<file path="src/rtl/lsu_byte_bus.sv">
// rtl/lsu_byte_bus.sv - load/store unit executing core memory accesses as 1/2/4 byte beats on an 8-bit req/ack bus
//
// Ports:
//   clk, reset                  clock, synchronous active-high reset
//   memory_en                   core requests a memory access this cycle
//   store_size[1:0]             00 SB, 01 SH, 10 SW, 11 load
//   funct3[2:0]                 load kind: 000 LB, 001 LH, 010 LW, 100 LBU, 101 LHU
//   addr[31:0], wdata[31:0]     effective byte address, store data
//   stall                       core must hold PC/inputs this cycle
//   rdata[31:0], rdata_valid    extended load result, 1-cycle completion pulse
//   access_err, err_code[1:0]   1-cycle failure pulse, held cause (01 misaligned, 10 timeout, 11 illegal)
//   bus_req, bus_we             beat request, write/read
//   bus_addr, bus_wdata         beat byte address, write byte
//   bus_rdata, bus_ack          read byte, beat complete

module lsu_byte_bus #(
   parameter int BUS_ADDR_W  = 16,
   parameter int ACK_TIMEOUT = 255
) (
   input  logic                  clk,
   input  logic                  reset,
   input  logic                  memory_en,
   input  logic [1:0]            store_size,
   input  logic [2:0]            funct3,
   input  logic [31:0]           addr,
   input  logic [31:0]           wdata,
   output logic                  stall,
   output logic [31:0]           rdata,
   output logic                  rdata_valid,
   output logic                  access_err,
   output logic [1:0]            err_code,
   output logic                  bus_req,
   output logic                  bus_we,
   output logic [BUS_ADDR_W-1:0] bus_addr,
   output logic [7:0]            bus_wdata,
   input  logic [7:0]            bus_rdata,
   input  logic                  bus_ack
);

   localparam logic [7:0] TIMER_LAST   = 8'(ACK_TIMEOUT - 1);
   localparam logic [1:0] ERR_MISALIGN = 2'b01;
   localparam logic [1:0] ERR_TIMEOUT  = 2'b10;
   localparam logic [1:0] ERR_ILLEGAL  = 2'b11;

   typedef enum logic [1:0] {
      ST_IDLE   = 2'd0,
      ST_ACCESS = 2'd1,
      ST_DONE   = 2'd2
   } state_t;

   state_t      state;
   logic [1:0]  beat;
   logic [1:0]  last_beat;
   logic [7:0]  timer;
   logic [23:0] wdata_rest;   // store bytes still to be sent, next one in [7:0]
   logic [31:0] load_buf;
   logic [2:0]  kind;
   logic        is_load;

   // Request decode, only meaningful in the accept cycle.
   logic       req_load;
   logic [1:0] size_code;
   logic       req_illegal;
   logic       req_misaligned;
   logic [1:0] req_last;

   always_comb begin
      req_load       = (store_size == 2'b11);
      // Stores take their size from store_size; funct3 only matters for loads.
      size_code      = req_load ? funct3[1:0] : store_size;
      req_illegal    = req_load && ((funct3 == 3'b011) || (funct3[2:1] == 2'b11));
      req_misaligned = ((size_code == 2'b01) && addr[0]) ||
                       ((size_code == 2'b10) && (addr[1:0] != 2'b00));
      case (size_code)
         2'b00:   req_last = 2'd0;
         2'b01:   req_last = 2'd1;
         default: req_last = 2'd3;
      endcase
   end

   // Load word including the byte arriving this cycle, so the final beat
   // can be extended and registered on the same edge it is acknowledged.
   logic [31:0] load_word;
   logic [31:0] load_ext;

   always_comb begin
      load_word = load_buf;
      case (beat)
         2'd0:    load_word[7:0]   = bus_rdata;
         2'd1:    load_word[15:8]  = bus_rdata;
         2'd2:    load_word[23:16] = bus_rdata;
         default: load_word[31:24] = bus_rdata;
      endcase
      case (kind)
         3'b000:  load_ext = {{24{load_word[7]}},  load_word[7:0]};
         3'b001:  load_ext = {{16{load_word[15]}}, load_word[15:0]};
         3'b100:  load_ext = {24'h000000, load_word[7:0]};
         3'b101:  load_ext = {16'h0000,   load_word[15:0]};
         default: load_ext = load_word;
      endcase
   end

   // Combinational so the core is held in the very cycle the access is accepted.
   assign stall = !reset && (((state == ST_IDLE) && memory_en) || (state == ST_ACCESS));

   // Upper address bits beyond the bus width are intentionally dropped.
   logic unused_addr_bits;
   assign unused_addr_bits = &{1'b0, addr};

   always_ff @(posedge clk) begin
      if (reset) begin
         state       <= ST_IDLE;
         beat        <= 2'd0;
         last_beat   <= 2'd0;
         timer       <= 8'd0;
         wdata_rest  <= 24'd0;
         load_buf    <= 32'd0;
         kind        <= 3'd0;
         is_load     <= 1'b0;
         rdata       <= 32'd0;
         rdata_valid <= 1'b0;
         access_err  <= 1'b0;
         err_code    <= 2'b00;
         bus_req     <= 1'b0;
         bus_we      <= 1'b0;
         bus_addr    <= '0;
         bus_wdata   <= 8'd0;
      end else begin
         rdata_valid <= 1'b0;
         access_err  <= 1'b0;
         case (state)
            ST_IDLE: begin
               if (memory_en) begin
                  kind       <= funct3;
                  is_load    <= req_load;
                  last_beat  <= req_last;
                  beat       <= 2'd0;
                  timer      <= 8'd0;
                  load_buf   <= 32'd0;
                  wdata_rest <= wdata[31:8];
                  if (req_illegal) begin
                     err_code   <= ERR_ILLEGAL;
                     access_err <= 1'b1;
                     state      <= ST_DONE;
                  end else if (req_misaligned) begin
                     err_code   <= ERR_MISALIGN;
                     access_err <= 1'b1;
                     state      <= ST_DONE;
                  end else begin
                     bus_req   <= 1'b1;
                     bus_we    <= !req_load;
                     bus_addr  <= addr[BUS_ADDR_W-1:0];
                     bus_wdata <= wdata[7:0];
                     state     <= ST_ACCESS;
                  end
               end
            end

            ST_ACCESS: begin
               // bus_req is always high here, so bus_ack alone completes a beat.
               if (bus_ack) begin
                  if (beat == last_beat) begin
                     bus_req <= 1'b0;
                     bus_we  <= 1'b0;
                     state   <= ST_DONE;
                     if (is_load) begin
                        rdata       <= load_ext;
                        rdata_valid <= 1'b1;
                     end
                  end else begin
                     beat       <= beat + 2'd1;
                     timer      <= 8'd0;
                     bus_addr   <= bus_addr + BUS_ADDR_W'(1);
                     bus_wdata  <= wdata_rest[7:0];
                     wdata_rest <= {8'h00, wdata_rest[23:8]};
                     load_buf   <= load_word;
                  end
               end else if (timer == TIMER_LAST) begin
                  bus_req    <= 1'b0;
                  bus_we     <= 1'b0;
                  err_code   <= ERR_TIMEOUT;
                  access_err <= 1'b1;
                  load_buf   <= 32'd0;
                  state      <= ST_DONE;
               end else begin
                  timer <= timer + 8'd1;
               end
            end

            ST_DONE: begin
               state <= ST_IDLE;
            end

            default: begin
               state <= ST_IDLE;
            end
         endcase
      end
   end

endmodule

</file>
<file path="config.mk">
export PLATFORM = sky130hd
export DESIGN_NAME = lsu_byte_bus
export DESIGN_NICKNAME = d
export VERILOG_FILES = /design/src/rtl/lsu_byte_bus.sv
export SDC_FILE = /design/constraint.sdc
export NUM_CORES = 1
export LEC_CHECK = 0
export BUFFER_PORTS_ARGS = -buffer_cell sky130_fd_sc_hd__buf_2
export CAP_MARGIN = 30
export CORE_MARGIN = 2
export CORE_UTILIZATION = 53
export DETAILED_ROUTE_END_ITERATION = 8
export HOLD_SLACK_MARGIN = 0.12
export MAX_ROUTING_LAYER = met4
export PLACE_DENSITY = 0.8
export SYNTH_ARGS = -nofsm -noshare
export SYNTH_HDL_FRONTEND = slang
export SYNTH_SLANG_ARGS = --single-unit
</file>
<file path="constraint.sdc">
create_clock -name clk -period 2.3 [get_ports clk]
set_input_delay 0.115 -clock clk [delete_from_list [all_inputs] [get_ports clk]]
set_output_delay 0.115 -clock clk [all_outputs]
set_load 0.03 [all_outputs]
</file>
==> report_table.html, run 1 <==
<table>
<tr><th>Metric</th><th>Value</th></tr>
<tr><th colspan="2">Run status</th></tr>
<tr><td>Outcome</td><td>finished with violations</td></tr>
<tr><td>Violated checks</td><td>DRC</td></tr>
<tr><th colspan="2">Clock tree</th></tr>
<tr><td>Clock root buffer</td><td>sky130_fd_sc_hd__clkbuf_16</td></tr>
<tr><td>Clock buffer count from CTS</td><td>17</td></tr>
<tr><td>CTS tree</td><td>built</td></tr>
<tr><td>Sink count of the clock tree</td><td>136</td></tr>
<tr><td>Clock edge transition at the registers on the reported setup and hold paths</td><td>0.06 ns</td></tr>
<tr><td>H-tree levels</td><td>4</td></tr>
<tr><td>CTS max path bufs</td><td>2</td></tr>
<tr><td>Worst-skew pair later-pin latency</td><td>0.43 ns</td></tr>
<tr><td>Number of buffers added for setup after CTS</td><td>0</td></tr>
<tr><th colspan="2">Setup path</th></tr>
<tr><td>Worst setup slack for register-to-register paths</td><td>0.13 ns</td></tr>
<tr><td>Slowest Stage Delay on Critical Path</td><td>0.44 ns</td></tr>
<tr><td>Reg2Reg Depth</td><td>7</td></tr>
<tr><td>CP required</td><td>2.61 ns</td></tr>
<tr><td>Crit path max fanout</td><td>39</td></tr>
<tr><td>CP max stage cell</td><td>sky130_fd_sc_hd__dfxtp_1</td></tr>
<tr><td>Kind of start point of the critical path</td><td>flip-flop</td></tr>
<tr><td>Worst R2R End</td><td>wdata_rest[8]</td></tr>
<tr><td>Arr. time, crit path</td><td>2.48 ns</td></tr>
<tr><td>Worst-path cell chain</td><td>xnor2_1, a21boi_2, and2_4, nand2b_2, buf_12, nor2_1, a311oi_1</td></tr>
<tr><td>Worst setup EP type</td><td>flip-flop</td></tr>
<tr><td>Type of the worst setup path</td><td>reg2reg</td></tr>
<tr><td>End of the critical path</td><td>wdata_rest[8]</td></tr>
<tr><td>Worst setup path startpoint</td><td>beat[0]</td></tr>
<tr><td>R2r startpoint</td><td>beat[0]</td></tr>
<tr><th colspan="2">Layout</th></tr>
<tr><td>Sequential cell area</td><td>2720 sq um</td></tr>
<tr><td>Final design area excluding fillers</td><td>8190 sq um</td></tr>
<tr><td>Diode count</td><td>0</td></tr>
<tr><td>Number of inserted filler cells in the final layout</td><td>798</td></tr>
<tr><td>Multi-input gate area in the final layout</td><td>3280 sq um</td></tr>
<tr><td>Most common cell after layout, fill and taps aside</td><td>sky130_fd_sc_hd__dfxtp_1</td></tr>
<tr><td>Post-layout instance count excluding filler cells</td><td>1064</td></tr>
<tr><td>Synth-to-Final Area Change</td><td>30.2%</td></tr>
<tr><td>Share of final-layout standard cells stronger than drive strength 1</td><td>0.245</td></tr>
<tr><td>Layout net count</td><td>996</td></tr>
<tr><td>Most frequent cells in the layout</td><td>136 x sky130_fd_sc_hd__dfxtp_1, 128 x sky130_fd_sc_hd__nand2_1, 126 x sky130_fd_sc_hd__buf_2</td></tr>
<tr><th colspan="2">Synthesis</th></tr>
<tr><td>Mean cell area of the mapped netlist</td><td>8.47 sq um</td></tr>
<tr><td>FF+latch count, synth</td><td>136</td></tr>
<tr><td>Number of distinct library cell variants in the gate-level netlist after synthesis</td><td>64</td></tr>
<tr><td>Post-synthesis instance total</td><td>743</td></tr>
<tr><td>Sequential-to-total area share from yosys stat</td><td>0.433</td></tr>
<tr><td>Number of flops mapped to enable cells by yosys</td><td>0</td></tr>
<tr><td>Mapped Nets</td><td>831</td></tr>
<tr><td>Yosys warns</td><td>0</td></tr>
<tr><td>Main flop type after synthesis</td><td>sky130_fd_sc_hd__dfxtp_1</td></tr>
<tr><td>Area of the mapped netlist</td><td>6290 sq um</td></tr>
<tr><td>Post-synthesis async set-or-reset flop share</td><td>0</td></tr>
<tr><th colspan="2">STA</th></tr>
<tr><td>Number of hold violations in the final report</td><td>0</td></tr>
<tr><td>Setup Skew</td><td>0.00968 ns</td></tr>
<tr><td>Minimum period implied by the final worst setup slack</td><td>2.17 ns</td></tr>
<tr><td>Final slew viol count</td><td>0</td></tr>
<tr><td>Worst Max-Slew Pin Slew</td><td>0.593 ns</td></tr>
<tr><td>Worst slew margin relative to its limit</td><td>0.605</td></tr>
<tr><td>Share of the cycle needed by the critical path after routing</td><td>0.943</td></tr>
<tr><td>Final setup violation count</td><td>0</td></tr>
<tr><td>Aggregate negative setup slack</td><td>0 ns</td></tr>
<tr><td>Unrepaired setup endpoints after global routing</td><td>no</td></tr>
<tr><td>Max Clk Rate</td><td>0.461 GHz</td></tr>
<tr><th colspan="2">Global route</th></tr>
<tr><td>Global-route wire length before repair</td><td>30300 microns</td></tr>
<tr><td>Gr usage total</td><td>0.303</td></tr>
<tr><td>Pin count of the biggest net entering global routing</td><td>98</td></tr>
<tr><td>Initial antenna violation count</td><td>0</td></tr>
<tr><td>Global-route congestion overflow total</td><td>0</td></tr>
<tr><td>Vias in the first global route</td><td>6286</td></tr>
<tr><th colspan="2">Routing</th></tr>
<tr><td>Final routed wirelength across all metal layers</td><td>19000 microns</td></tr>
<tr><td>Drt first-iter violations</td><td>646</td></tr>
<tr><td>Antenna Nets Post-Route</td><td>0</td></tr>
<tr><td>WL met2</td><td>9370 microns</td></tr>
<tr><td>Top routing layer in use</td><td>met4</td></tr>
<tr><td>Routed metal-1 wire length</td><td>7520 microns</td></tr>
<tr><td>Wirelength per Cell</td><td>17.8 microns</td></tr>
<tr><td>Total DRC errors in the routed layout</td><td>10</td></tr>
<tr><td>First-pass DRT Iterations</td><td>8</td></tr>
<tr><td>Total met3 wirelength after detailed routing</td><td>1260 microns</td></tr>
<tr><td>Total via count in the routed design</td><td>6412</td></tr>
<tr><td>Via count normalized by instance count</td><td>6.03</td></tr>
<tr><th colspan="2">Power and ir drop</th></tr>
<tr><td>Leakage power</td><td>0.00330 uW</td></tr>
<tr><td>Final total power</td><td>6540 uW</td></tr>
<tr><td>Worst vdd rail ir drop</td><td>0.000524 V</td></tr>
<tr><td>PD cells</td><td>798 nW/um^2</td></tr>
<tr><th colspan="2">Place</th></tr>
<tr><td>Instance area at placement</td><td>6940 sq um</td></tr>
<tr><td>Placed instance count</td><td>969</td></tr>
<tr><td>HPWL after DPL</td><td>11200 microns</td></tr>
<tr><td>Number of buffer cells added on primary ports</td><td>127</td></tr>
<tr><td>RD Place Congestion</td><td>0.867</td></tr>
<tr><th colspan="2">Die</th></tr>
<tr><td>Die Area</td><td>12800 sq um</td></tr>
<tr><td>DIE WIDTH</td><td>113 microns</td></tr>
<tr><td>Initial cell density of the core</td><td>0.546</td></tr>
<tr><td>Vertical die dimension</td><td>113 microns</td></tr>
<tr><td>Core box area</td><td>11500 sq um</td></tr>
<tr><td>Number of rows in the core area</td><td>39</td></tr>
<tr><td>I/O pin total</td><td>144</td></tr>
<tr><th colspan="2">Job</th></tr>
<tr><td>Maxcap violations</td><td>0</td></tr>
<tr><th colspan="2">Min path</th></tr>
<tr><td>Min-delay worst type</td><td>in2reg</td></tr>
</table>
==> layout make-up <==
class | instances | area share
inverters | 6 | 0.00275
clock buffers | 18 | 0.0536
well taps | 143 | 0.0218
flip-flops and latches | 136 | 0.332
clock inverters | 14 | 0.0209
repair buffers | 199 | 0.168
multi-input cells | 548 | 0.401
==> routing by layer <==
| metal | up-vias | GRT usage |
|---|---|---|
| li1 | 2976 | - |
| met1 | 3015 | 0.349 |
| met2 | 329 | 0.496 |
| met3 | 92 | 0.0696 |
| met4 | 0 | 0.158 |
| met5 | - | - |
==> where the power goes <==
| group | switching, uW | internal [uW] | leakage, uW |
|---|---|---|---|
| sequential | 116 | 2490 | 0.00111 |
| clock | 1090 | 1740 | 0.000281 |
| combinational | 711 | 395 | 0.00191 |
| total | 1920 | 4620 | 0.00330 |
==> metrics by stage <==
step | hold slack (ns) | utilization | worst slack (ns)
final | 0.143 | 0.711 | 0.131
after global routing | 0.160 | 0.711 | 0.0198
after CTS | 0.130 | 0.710 | 0.143
after detailed placement | 0.383 | 0.603 | 0.163
after global placement | 0.371 | 0.603 | 0.297
after floorplan | 0.251 | - | 0.306
==> cell families (layout without fill, tap and decap cells) <==
group,count (synthesis),after routing,share of synthesized area
fa+ha+maj,7,7,0.0139
mux,34,34,0.0579
xor+xnor,8,8,0.0111
simple gates,318,319,0.224
flops,136,136,0.433
compound gates,180,180,0.211
buf+inv,60,237,0.0491
==> worst max-delay path, delay by kind of cell (launching register included) <==
family | cells | cell delay [ns]
buffers and inverters | 1 | 0.21
XOR/XNOR | 1 | 0.16
AO/OA/AOI/OAI | 2 | 0.69
AND/OR/NAND/NOR | 3 | 0.54
flip-flops | 1 | 0.44
==> sequential cells by signal, indices dropped and copies added (netlist names), 3 cells and up <==
register    flops
load_buf       32
rdata          32
wdata_rest     24
bus_addr       16
bus_wdata       8
timer           8
kind            3
==> synthesized netlist by cell type, drive strengths merged (7+ instances only) <==
library cell / number / share of area
a211oi: 37 / 0.044
a21oi: 32 / 0.026
a22oi: 31 / 0.037
a311oi: 26 / 0.045
buf: 25 / 0.028
clkbuf: 29 / 0.017
dfxtp: 136 / 0.43
ha: 7 / 0.014
mux2: 19 / 0.034
mux2i: 15 / 0.024
nand2: 129 / 0.077
nand2b: 10 / 0.010
nand3: 15 / 0.012
nor2: 115 / 0.072
nor3: 14 / 0.012
o21ai: 21 / 0.017
==> how the worst min path moves through the flow <==
stage	from	end	slack, ns	cells after the start
after floorplan	funct3[2]	kind[2]	0.25	2
after global placement	wdata[27]	wdata_rest[19]	0.37	3
after detailed placement	wdata[26]	wdata_rest[18]	0.38	3
after CTS	addr[13]	bus_addr[13]	0.13	4
after global routing	addr[13]	bus_addr[13]	0.16	4
final	reset	beat[0]	0.14	2
==> timing repair <==
action	in CTS	in global routing
hold buffers	62	0
gates resized for setup	0	2
endpoints found under the setup margin	0	5
hold endpoints to repair	77	0
Note: power is estimated with default switching activity, not from simulation.
==> run 2, diff against run 1 <==
--- a/config.mk
+++ b/config.mk
@@ -7,12 +7,14 @@
 export LEC_CHECK = 0
 export BUFFER_PORTS_ARGS = -buffer_cell sky130_fd_sc_hd__buf_2
 export CAP_MARGIN = 30
+export CELL_PAD_IN_SITES_DETAIL_PLACEMENT = 0
+export CELL_PAD_IN_SITES_GLOBAL_PLACEMENT = 2
 export CORE_MARGIN = 2
-export CORE_UTILIZATION = 53
+export CORE_UTILIZATION = 32
 export DETAILED_ROUTE_END_ITERATION = 8
 export HOLD_SLACK_MARGIN = 0.12
 export MAX_ROUTING_LAYER = met4
-export PLACE_DENSITY = 0.8
+export PLACE_DENSITY = 0.82
 export SYNTH_ARGS = -nofsm -noshare
 export SYNTH_HDL_FRONTEND = slang
 export SYNTH_SLANG_ARGS = --single-unit
==> report_table.html, run 2 (synthesized netlist as in run 1, its figures left out) <==
<table>
<tr><th>Metric</th><th>Value</th></tr>
<tr><th colspan="2">Run status</th></tr>
<tr><td>Outcome</td><td>finished, final reports clean</td></tr>
<tr><th colspan="2">Die</th></tr>
<tr><td>Number of rows in the core area</td><td>51 (+31%)</td></tr>
<tr><td>I/O pin total</td><td>144 (unchanged)</td></tr>
<tr><td>DIE WIDTH</td><td>144 microns (+28%)</td></tr>
<tr><td>Die Area</td><td>20800 sq um (+63%)</td></tr>
<tr><td>Core box area</td><td>19400 sq um (+68%)</td></tr>
<tr><td>Vertical die dimension</td><td>144 microns (+28%)</td></tr>
<tr><td>Initial cell density of the core</td><td>0.324 (-0.222)</td></tr>
<tr><th colspan="2">Routing</th></tr>
<tr><td>Final routed wirelength across all metal layers</td><td>18000 microns (-5.2%)</td></tr>
<tr><td>Wirelength per Cell</td><td>15.1 microns (-15%)</td></tr>
<tr><td>Total met3 wirelength after detailed routing</td><td>878 microns (-30%)</td></tr>
<tr><td>Top routing layer in use</td><td>met4</td></tr>
<tr><td>Total DRC errors in the routed layout</td><td>0 (-10)</td></tr>
<tr><td>First-pass DRT Iterations</td><td>5 (-3)</td></tr>
<tr><td>Drt first-iter violations</td><td>368 (-43%)</td></tr>
<tr><td>Total via count in the routed design</td><td>5883 (-8.3%)</td></tr>
<tr><td>WL met2</td><td>8050 microns (-14%)</td></tr>
<tr><td>Antenna Nets Post-Route</td><td>0 (unchanged)</td></tr>
<tr><td>Routed metal-1 wire length</td><td>8890 microns (+18%)</td></tr>
<tr><td>Via count normalized by instance count</td><td>4.93 (-18%)</td></tr>
<tr><th colspan="2">Power and ir drop</th></tr>
<tr><td>Proportion of power drawn by flip-flops and latches</td><td>0.392 (-0.006)</td></tr>
<tr><td>Final total power</td><td>6600 uW (+1.0%)</td></tr>
<tr><td>Combinational group share of total power</td><td>0.165 (-0.004)</td></tr>
<tr><td>Power dissipated by switching net loads</td><td>1850 uW (-3.8%)</td></tr>
<tr><td>Clock network fraction of design power</td><td>0.443 (+0.010)</td></tr>
<tr><td>Leakage power</td><td>0.00335 uW (+1.6%)</td></tr>
<tr><td>Worst vdd rail ir drop</td><td>0.000441 V (-16%)</td></tr>
<tr><td>PD cells</td><td>786 nW/um^2 (-1.5%)</td></tr>
<tr><td>Switching portion of total power</td><td>0.280 (-0.0141)</td></tr>
<tr><td>Internal power</td><td>4760 uW (+3.0%)</td></tr>
<tr><th colspan="2">STA</th></tr>
<tr><td>Worst slew margin relative to its limit</td><td>0.574 (-0.0308)</td></tr>
<tr><td>Final slew viol count</td><td>0 (unchanged)</td></tr>
<tr><td>Worst Max-Slew Pin Slew</td><td>0.639 ns (+0.0463 ns)</td></tr>
<tr><td>Minimum period implied by the final worst setup slack</td><td>2.07 ns (-0.0973 ns)</td></tr>
<tr><td>Number of hold violations in the final report</td><td>0 (unchanged)</td></tr>
<tr><td>Post-route worst setup slack</td><td>0.228 ns (+0.0973 ns)</td></tr>
<tr><td>Unrepaired setup endpoints after global routing</td><td>no</td></tr>
<tr><td>Setup Skew</td><td>0.00855 ns (-0.00113 ns)</td></tr>
<tr><td>Final setup violation count</td><td>0 (unchanged)</td></tr>
<tr><td>Share of the cycle needed by the critical path after routing</td><td>0.901 (-0.0423)</td></tr>
<tr><td>Max Clk Rate</td><td>0.483 GHz (+4.7%)</td></tr>
<tr><td>Aggregate negative setup slack</td><td>0 ns (unchanged)</td></tr>
<tr><th colspan="2">Clock tree</th></tr>
<tr><td>H-tree levels</td><td>4 (unchanged)</td></tr>
<tr><td>Clock edge transition at the registers on the reported setup and hold paths</td><td>0.06 ns (about the same)</td></tr>
<tr><td>CTS tree</td><td>built</td></tr>
<tr><td>Clock root buffer</td><td>sky130_fd_sc_hd__clkbuf_16</td></tr>
<tr><td>CTS max path bufs</td><td>2 (unchanged)</td></tr>
<tr><td>Worst-skew pair later-pin latency</td><td>0.43 ns (about the same)</td></tr>
<tr><td>Number of buffers added for setup after CTS</td><td>0 (unchanged)</td></tr>
<tr><td>Clock buffer count from CTS</td><td>17 (unchanged)</td></tr>
<tr><td>Sink count of the clock tree</td><td>136 (unchanged)</td></tr>
<tr><th colspan="2">Global route</th></tr>
<tr><td>Global-route wire length before repair</td><td>29300 microns (-3.1%)</td></tr>
<tr><td>Gr usage total</td><td>0.185 (-0.118)</td></tr>
<tr><td>Global-route congestion overflow total</td><td>0 (unchanged)</td></tr>
<tr><td>Pin count of the biggest net entering global routing</td><td>60 (-39%)</td></tr>
<tr><td>Initial antenna violation count</td><td>0 (unchanged)</td></tr>
<tr><td>Vias in the first global route</td><td>5633 (-10%)</td></tr>
<tr><th colspan="2">Place</th></tr>
<tr><td>Worst slack at placement</td><td>0.147 ns (-0.0155 ns)</td></tr>
<tr><td>HPWL after DPL</td><td>12100 microns (+8.6%)</td></tr>
<tr><td>RD Place Congestion</td><td>0.791 (-8.8%)</td></tr>
<tr><td>Number of buffer cells added on primary ports</td><td>127 (unchanged)</td></tr>
<tr><th colspan="2">Layout</th></tr>
<tr><td>Layout net count</td><td>1003 (+0.70%)</td></tr>
<tr><td>Share of final-layout standard cells stronger than drive strength 1</td><td>0.249 (+0.00354)</td></tr>
<tr><td>Diode count</td><td>0 (unchanged)</td></tr>
<tr><td>Synth-to-Final Area Change</td><td>33.5%</td></tr>
<tr><td>Most frequent cells in the layout</td><td>136 x sky130_fd_sc_hd__dfxtp_1, 128 x sky130_fd_sc_hd__nand2_1, 126 x sky130_fd_sc_hd__buf_2</td></tr>
<tr><td>Largest registers</td><td>load_buf (32), rdata (32), wdata_rest (24)</td></tr>
<tr><td>Most common cell after layout, fill and taps aside</td><td>sky130_fd_sc_hd__dfxtp_1</td></tr>
<tr><th colspan="2">Setup path</th></tr>
<tr><td>Type of the worst setup path</td><td>reg2reg</td></tr>
<tr><td>Worst setup slack for register-to-register paths</td><td>0.23 ns (+0.10 ns)</td></tr>
<tr><td>Worst setup path startpoint</td><td>beat[0]</td></tr>
<tr><td>Reg2Reg Depth</td><td>6 (-1)</td></tr>
<tr><td>Worst R2R End</td><td>rdata[28]</td></tr>
<tr><td>R2r startpoint</td><td>beat[0]</td></tr>
<tr><td>Worst setup EP type</td><td>flip-flop</td></tr>
<tr><td>CP required</td><td>2.64 ns (+0.03 ns)</td></tr>
<tr><td>Crit path max fanout</td><td>16 (-59%)</td></tr>
<tr><td>Kind of start point of the critical path</td><td>flip-flop</td></tr>
<tr><td>Arr. time, crit path</td><td>2.41 ns (-0.07 ns)</td></tr>
<tr><th colspan="2">Min path</th></tr>
<tr><td>Hold-critical path endpoint</td><td>timer[1]</td></tr>
<tr><td>Min-delay worst type</td><td>in2reg</td></tr>
<tr><td>Worst hold path startpoint</td><td>reset</td></tr>
<tr><td>Hold depth</td><td>2 (unchanged)</td></tr>
<tr><th colspan="2">Job</th></tr>
<tr><td>Maxcap violations</td><td>0 (unchanged)</td></tr>
</table>
==> run 2: layout make-up <==
| type | count | area [sq um] |
|---|---|---|
| fill | 2036 | 11000 |
| multi-input combinational | 547 | 3270 |
| sequential | 136 | 2720 |
| timing repair buffer | 207 | 1420 |
| clock buffer | 20 | 457 |
| tap | 265 | 332 |
| clock inverter | 12 | 173 |
| inverter | 6 | 22.5 |
==> run 2: metrics by stage <==
| stage | hold WS [ns] | cell area [sq um] | util | instances |
|---|---|---|---|---|
| 2_1_floorplan | 0.251 | 6290 | - | 743 |
| 3_3_place_gp | 0.376 | 7140 | 0.368 | 1098 |
| 3_5_place_dp | 0.385 | 7140 | 0.368 | 1098 |
| 4_1_cts | 0.172 | 8400 | 0.433 | 1193 |
| 5_1_grt | 0.195 | 8400 | 0.433 | 1193 |
| 6_report | 0.186 | 8400 | 0.433 | 1193 |
==> run 2: per-layer routing <==
metal  GRT usage  vias up
li1            -     2988
met1       0.247     2767
met2       0.282      115
met3      0.0434       13
met4      0.0475        0
met5           -        -
==> run 2: worst max-delay path: stages (launching register included) <==
cell	delay [ns]
sky130_fd_sc_hd__dfxtp_1	0.42
sky130_fd_sc_hd__inv_1	0.09
sky130_fd_sc_hd__ha_1	0.24
sky130_fd_sc_hd__mux2i_1	0.23
sky130_fd_sc_hd__mux2_2	0.31
sky130_fd_sc_hd__o31a_2	0.43
sky130_fd_sc_hd__a211oi_1	0.25
==> run 2: power groups by stage <==
stage / combinational (uW) / clock [uW] / sequential (uW)
6_report: 1090 / 2930 / 2590
5_1_grt: 1200 / 3100 / 2610
4_1_cts: 1090 / 2970 / 2590
3_5_place_dp: 1010 / 0 / 2640
3_3_place_gp: 1000 / 0 / 2640
2_1_floorplan: 600 / 0 / 2730
==> run 2: repair_timing <==
item                                    in CTS  in global routing
endpoints found under the setup margin       0                 12
hold buffers                                63                  0
hold endpoints to repair                    78                  0
resized for setup                            0                  1
==> run 2: worst max-delay path by stage <==
stage	endpoint	slack (ns)	cells past startpoint
5_1_grt	bus_wdata[7]	0.09	7
2_1_floorplan	rdata[21]	0.31	8
4_1_cts	bus_addr[4]	0.15	8
3_5_place_dp	bus_addr[3]	0.15	6
6_report	rdata[28]	0.23	6
3_3_place_gp	bus_addr[4]	0.15	6
==> run 3, diff against run 2 <==
--- a/config.mk
+++ b/config.mk
@@ -9,7 +9,7 @@
 export CAP_MARGIN = 30
 export CELL_PAD_IN_SITES_DETAIL_PLACEMENT = 0
 export CELL_PAD_IN_SITES_GLOBAL_PLACEMENT = 2
-export CORE_MARGIN = 2
+export CORE_MARGIN = 8
 export CORE_UTILIZATION = 32
 export DETAILED_ROUTE_END_ITERATION = 8
 export HOLD_SLACK_MARGIN = 0.12
==> report_table.html, run 3 (synthesized netlist as in run 1, its figures left out) <==
<table>
<tr><th>Metric</th><th>Value</th></tr>
<tr><th colspan="2">Global route</th></tr>
<tr><td>Initial antenna violation count</td><td>0 (unchanged)</td></tr>
<tr><td>Pin count of the biggest net entering global routing</td><td>68 (+13%)</td></tr>
<tr><td>Vias in the first global route</td><td>5888 (+4.5%)</td></tr>
<tr><td>Global-route wire length before repair</td><td>31200 microns (+6.3%)</td></tr>
<tr><td>Global-route congestion overflow total</td><td>0 (unchanged)</td></tr>
<tr><td>Gr usage total</td><td>0.166 (-0.0184)</td></tr>
<tr><th colspan="2">Die</th></tr>
<tr><td>Number of rows in the core area</td><td>51 (unchanged)</td></tr>
<tr><td>Vertical die dimension</td><td>156 microns (+8.3%)</td></tr>
<tr><td>Initial cell density of the core</td><td>0.324 (unchanged)</td></tr>
<tr><td>I/O pin total</td><td>144 (unchanged)</td></tr>
<tr><td>Die Area</td><td>24400 sq um (+17%)</td></tr>
<tr><td>Core box area</td><td>19400 sq um (unchanged)</td></tr>
<tr><td>DIE WIDTH</td><td>156 microns (+8.3%)</td></tr>
<tr><th colspan="2">Power and ir drop</th></tr>
<tr><td>Leakage power</td><td>0.00334 uW (-0.25%)</td></tr>
<tr><td>Worst vdd rail ir drop</td><td>0.000513 V (+16%)</td></tr>
<tr><td>PD cells</td><td>765 nW/um^2 (-2.7%)</td></tr>
<tr><th colspan="2">Min path</th></tr>
<tr><td>Min-delay worst type</td><td>in2reg</td></tr>
<tr><th colspan="2">Layout</th></tr>
<tr><td>Multi-input gate area in the final layout</td><td>3270 sq um (about the same)</td></tr>
<tr><td>Synth-to-Final Area Change</td><td>33.3%</td></tr>
<tr><td>Largest registers</td><td>load_buf (32), rdata (32), wdata_rest (24)</td></tr>
<tr><td>Number of inserted filler cells in the final layout</td><td>2038 (+0.098%)</td></tr>
<tr><td>Final core utilization</td><td>0.432 (-0.000838)</td></tr>
<tr><td>Most common cell after layout, fill and taps aside</td><td>sky130_fd_sc_hd__dfxtp_1</td></tr>
<tr><td>Sequential cell area</td><td>2720 sq um (unchanged)</td></tr>
<tr><td>Share of final-layout standard cells stronger than drive strength 1</td><td>0.249 (-0.000268)</td></tr>
<tr><td>Most frequent cells in the layout</td><td>136 x sky130_fd_sc_hd__dfxtp_1, 128 x sky130_fd_sc_hd__nand2_1, 126 x sky130_fd_sc_hd__buf_2</td></tr>
<tr><td>Diode count</td><td>0 (unchanged)</td></tr>
<tr><td>Layout net count</td><td>1004 (+0.10%)</td></tr>
<tr><th colspan="2">Routing</th></tr>
<tr><td>First-pass DRT Iterations</td><td>5 (unchanged)</td></tr>
<tr><td>Top routing layer in use</td><td>met4</td></tr>
<tr><td>Wirelength per Cell</td><td>16.0 microns (+5.8%)</td></tr>
<tr><td>Final routed wirelength across all metal layers</td><td>19100 microns (+5.9%)</td></tr>
<tr><td>Via count normalized by instance count</td><td>4.86 (-1.5%)</td></tr>
<tr><td>Total DRC errors in the routed layout</td><td>0 (unchanged)</td></tr>
<tr><td>WL met2</td><td>8730 microns (+8.6%)</td></tr>
<tr><td>Drt first-iter violations</td><td>262 (-29%)</td></tr>
<tr><td>Routed metal-1 wire length</td><td>9040 microns (+1.7%)</td></tr>
<tr><td>Total met3 wirelength after detailed routing</td><td>1060 microns (+20%)</td></tr>
<tr><td>Total via count in the routed design</td><td>5799 (-1.4%)</td></tr>
<tr><td>Antenna Nets Post-Route</td><td>0 (unchanged)</td></tr>
<tr><th colspan="2">Clock tree</th></tr>
<tr><td>CTS tree</td><td>built</td></tr>
<tr><td>Clock edge transition at the registers on the reported setup and hold paths</td><td>0.06 ns (about the same)</td></tr>
<tr><td>H-tree levels</td><td>4 (unchanged)</td></tr>
<tr><td>Worst-skew pair later-pin latency</td><td>0.43 ns (about the same)</td></tr>
<tr><td>CTS max path bufs</td><td>2 (unchanged)</td></tr>
<tr><td>Clock buffer count from CTS</td><td>17 (unchanged)</td></tr>
<tr><td>Number of buffers added for setup after CTS</td><td>0 (unchanged)</td></tr>
<tr><td>Clock root buffer</td><td>sky130_fd_sc_hd__clkbuf_16</td></tr>
<tr><td>Sink count of the clock tree</td><td>136 (unchanged)</td></tr>
<tr><th colspan="2">STA</th></tr>
<tr><td>Final setup violation count</td><td>0 (unchanged)</td></tr>
<tr><td>Worst slew margin relative to its limit</td><td>0.589 (+0.0149)</td></tr>
<tr><td>Aggregate negative setup slack</td><td>0 ns (unchanged)</td></tr>
<tr><td>Setup Skew</td><td>0.0214 ns (+0.0128 ns)</td></tr>
<tr><td>Worst Max-Slew Pin Slew</td><td>0.617 ns (-0.0224 ns)</td></tr>
<tr><td>Share of the cycle needed by the critical path after routing</td><td>0.882 (-0.0190)</td></tr>
<tr><td>Max Clk Rate</td><td>0.493 GHz (+2.2%)</td></tr>
<tr><td>Minimum period implied by the final worst setup slack</td><td>2.03 ns (-0.0438 ns)</td></tr>
<tr><td>Unrepaired setup endpoints after global routing</td><td>no</td></tr>
<tr><td>Number of hold violations in the final report</td><td>0 (unchanged)</td></tr>
<tr><td>Final slew viol count</td><td>0 (unchanged)</td></tr>
<tr><th colspan="2">Job</th></tr>
<tr><td>Maxcap violations</td><td>0 (unchanged)</td></tr>
<tr><th colspan="2">Setup path</th></tr>
<tr><td>CP required</td><td>2.64 ns (about the same)</td></tr>
<tr><td>Type of the worst setup path</td><td>reg2reg</td></tr>
<tr><td>Arr. time, crit path</td><td>2.37 ns (-0.04 ns)</td></tr>
<tr><td>Worst setup EP type</td><td>flip-flop</td></tr>
<tr><td>Crit path max fanout</td><td>16 (unchanged)</td></tr>
<tr><td>Kind of start point of the critical path</td><td>flip-flop</td></tr>
<tr><th colspan="2">Run status</th></tr>
<tr><td>Outcome</td><td>finished, final reports clean</td></tr>
<tr><th colspan="2">Place</th></tr>
<tr><td>Number of buffer cells added on primary ports</td><td>127 (unchanged)</td></tr>
<tr><td>RD Place Congestion</td><td>0.793 (+0.25%)</td></tr>
<tr><td>HPWL after DPL</td><td>12900 microns (+6.3%)</td></tr>
</table>
-- run 3: cell count changes in the layout (fill, tap and decap cells not counted) --
cell	delta
sky130_fd_sc_hd__nor2_1	+1
sky130_fd_sc_hd__clkbuf_8	+1
sky130_fd_sc_hd__nor2_2	-1
sky130_fd_sc_hd__buf_12	+1
sky130_fd_sc_hd__bufinv_16	-2
sky130_fd_sc_hd__clkinv_4	+1
sky130_fd_sc_hd__buf_6	+1
sky130_fd_sc_hd__buf_4	-1
-- run 3: final cells by class --
| cell class | instances | area share |
|---|---|---|
| clock buffer | 21 | 0.0561 |
| multi-input combinational | 547 | 0.390 |
| tap | 265 | 0.0396 |
| timing repair buffer | 208 | 0.172 |
| inverter | 6 | 0.00269 |
| sequential | 136 | 0.325 |
| clock inverter | 11 | 0.0145 |
-- run 3: report_power, final --
group / leakage, uW / internal, uW / total, uW / switching [uW]
clock: 0.000289 / 1680 / 2730 / 1050
sequential: 0.00111 / 2490 / 2590 / 103
combinational: 0.00195 / 411 / 1100 / 687
-- run 3: worst paths after layout --
kind | start | end | slack [ns] | cells after the start
worst max-delay path | beat[0] | rdata[27] | 0.27 | 6
worst min-delay path | reset | wdata_rest[22] | 0.16 | 2
worst max register to register | beat[0] | rdata[27] | 0.27 | 6
worst min register to register | load_buf[8] | load_buf[8] | 0.45 | 2
-- run 3: what timing repair did --
action,in CTS,in global routing
gates resized for setup,0,1
hold endpoints to repair,86,0
setup endpoints to repair,0,1
hold buffers,63,0
-- run 3: routing by layer --
metal  track usage  vias up
li1              -     2996
met1         0.214     2671
met2         0.251      115
met3        0.0349       17
met4        0.0664        0
met5             -        -
-- run 3: per-stage QoR --
stage	cells	cell area, sq um	hold WS [ns]	power, uW	setup WS (ns)
2_1_floorplan	743	6290	0.251	3330	0.306
3_3_place_gp	1099	7160	0.375	3660	0.321
3_5_place_dp	1099	7160	0.380	3660	0.253
4_1_cts	1194	8380	0.144	6510	0.241
5_1_grt	1194	8380	0.169	6730	0.0953
6_report	1194	8380	0.160	6420	0.272
-- run 3: worst max-delay path, cell delays in order (launching register included) --
cell	delay, ns
sky130_fd_sc_hd__dfxtp_1	0.44
sky130_fd_sc_hd__inv_1	0.10
sky130_fd_sc_hd__ha_1	0.24
sky130_fd_sc_hd__mux2i_1	0.18
sky130_fd_sc_hd__mux2_2	0.28
sky130_fd_sc_hd__o31a_2	0.43
sky130_fd_sc_hd__a211oi_1	0.27
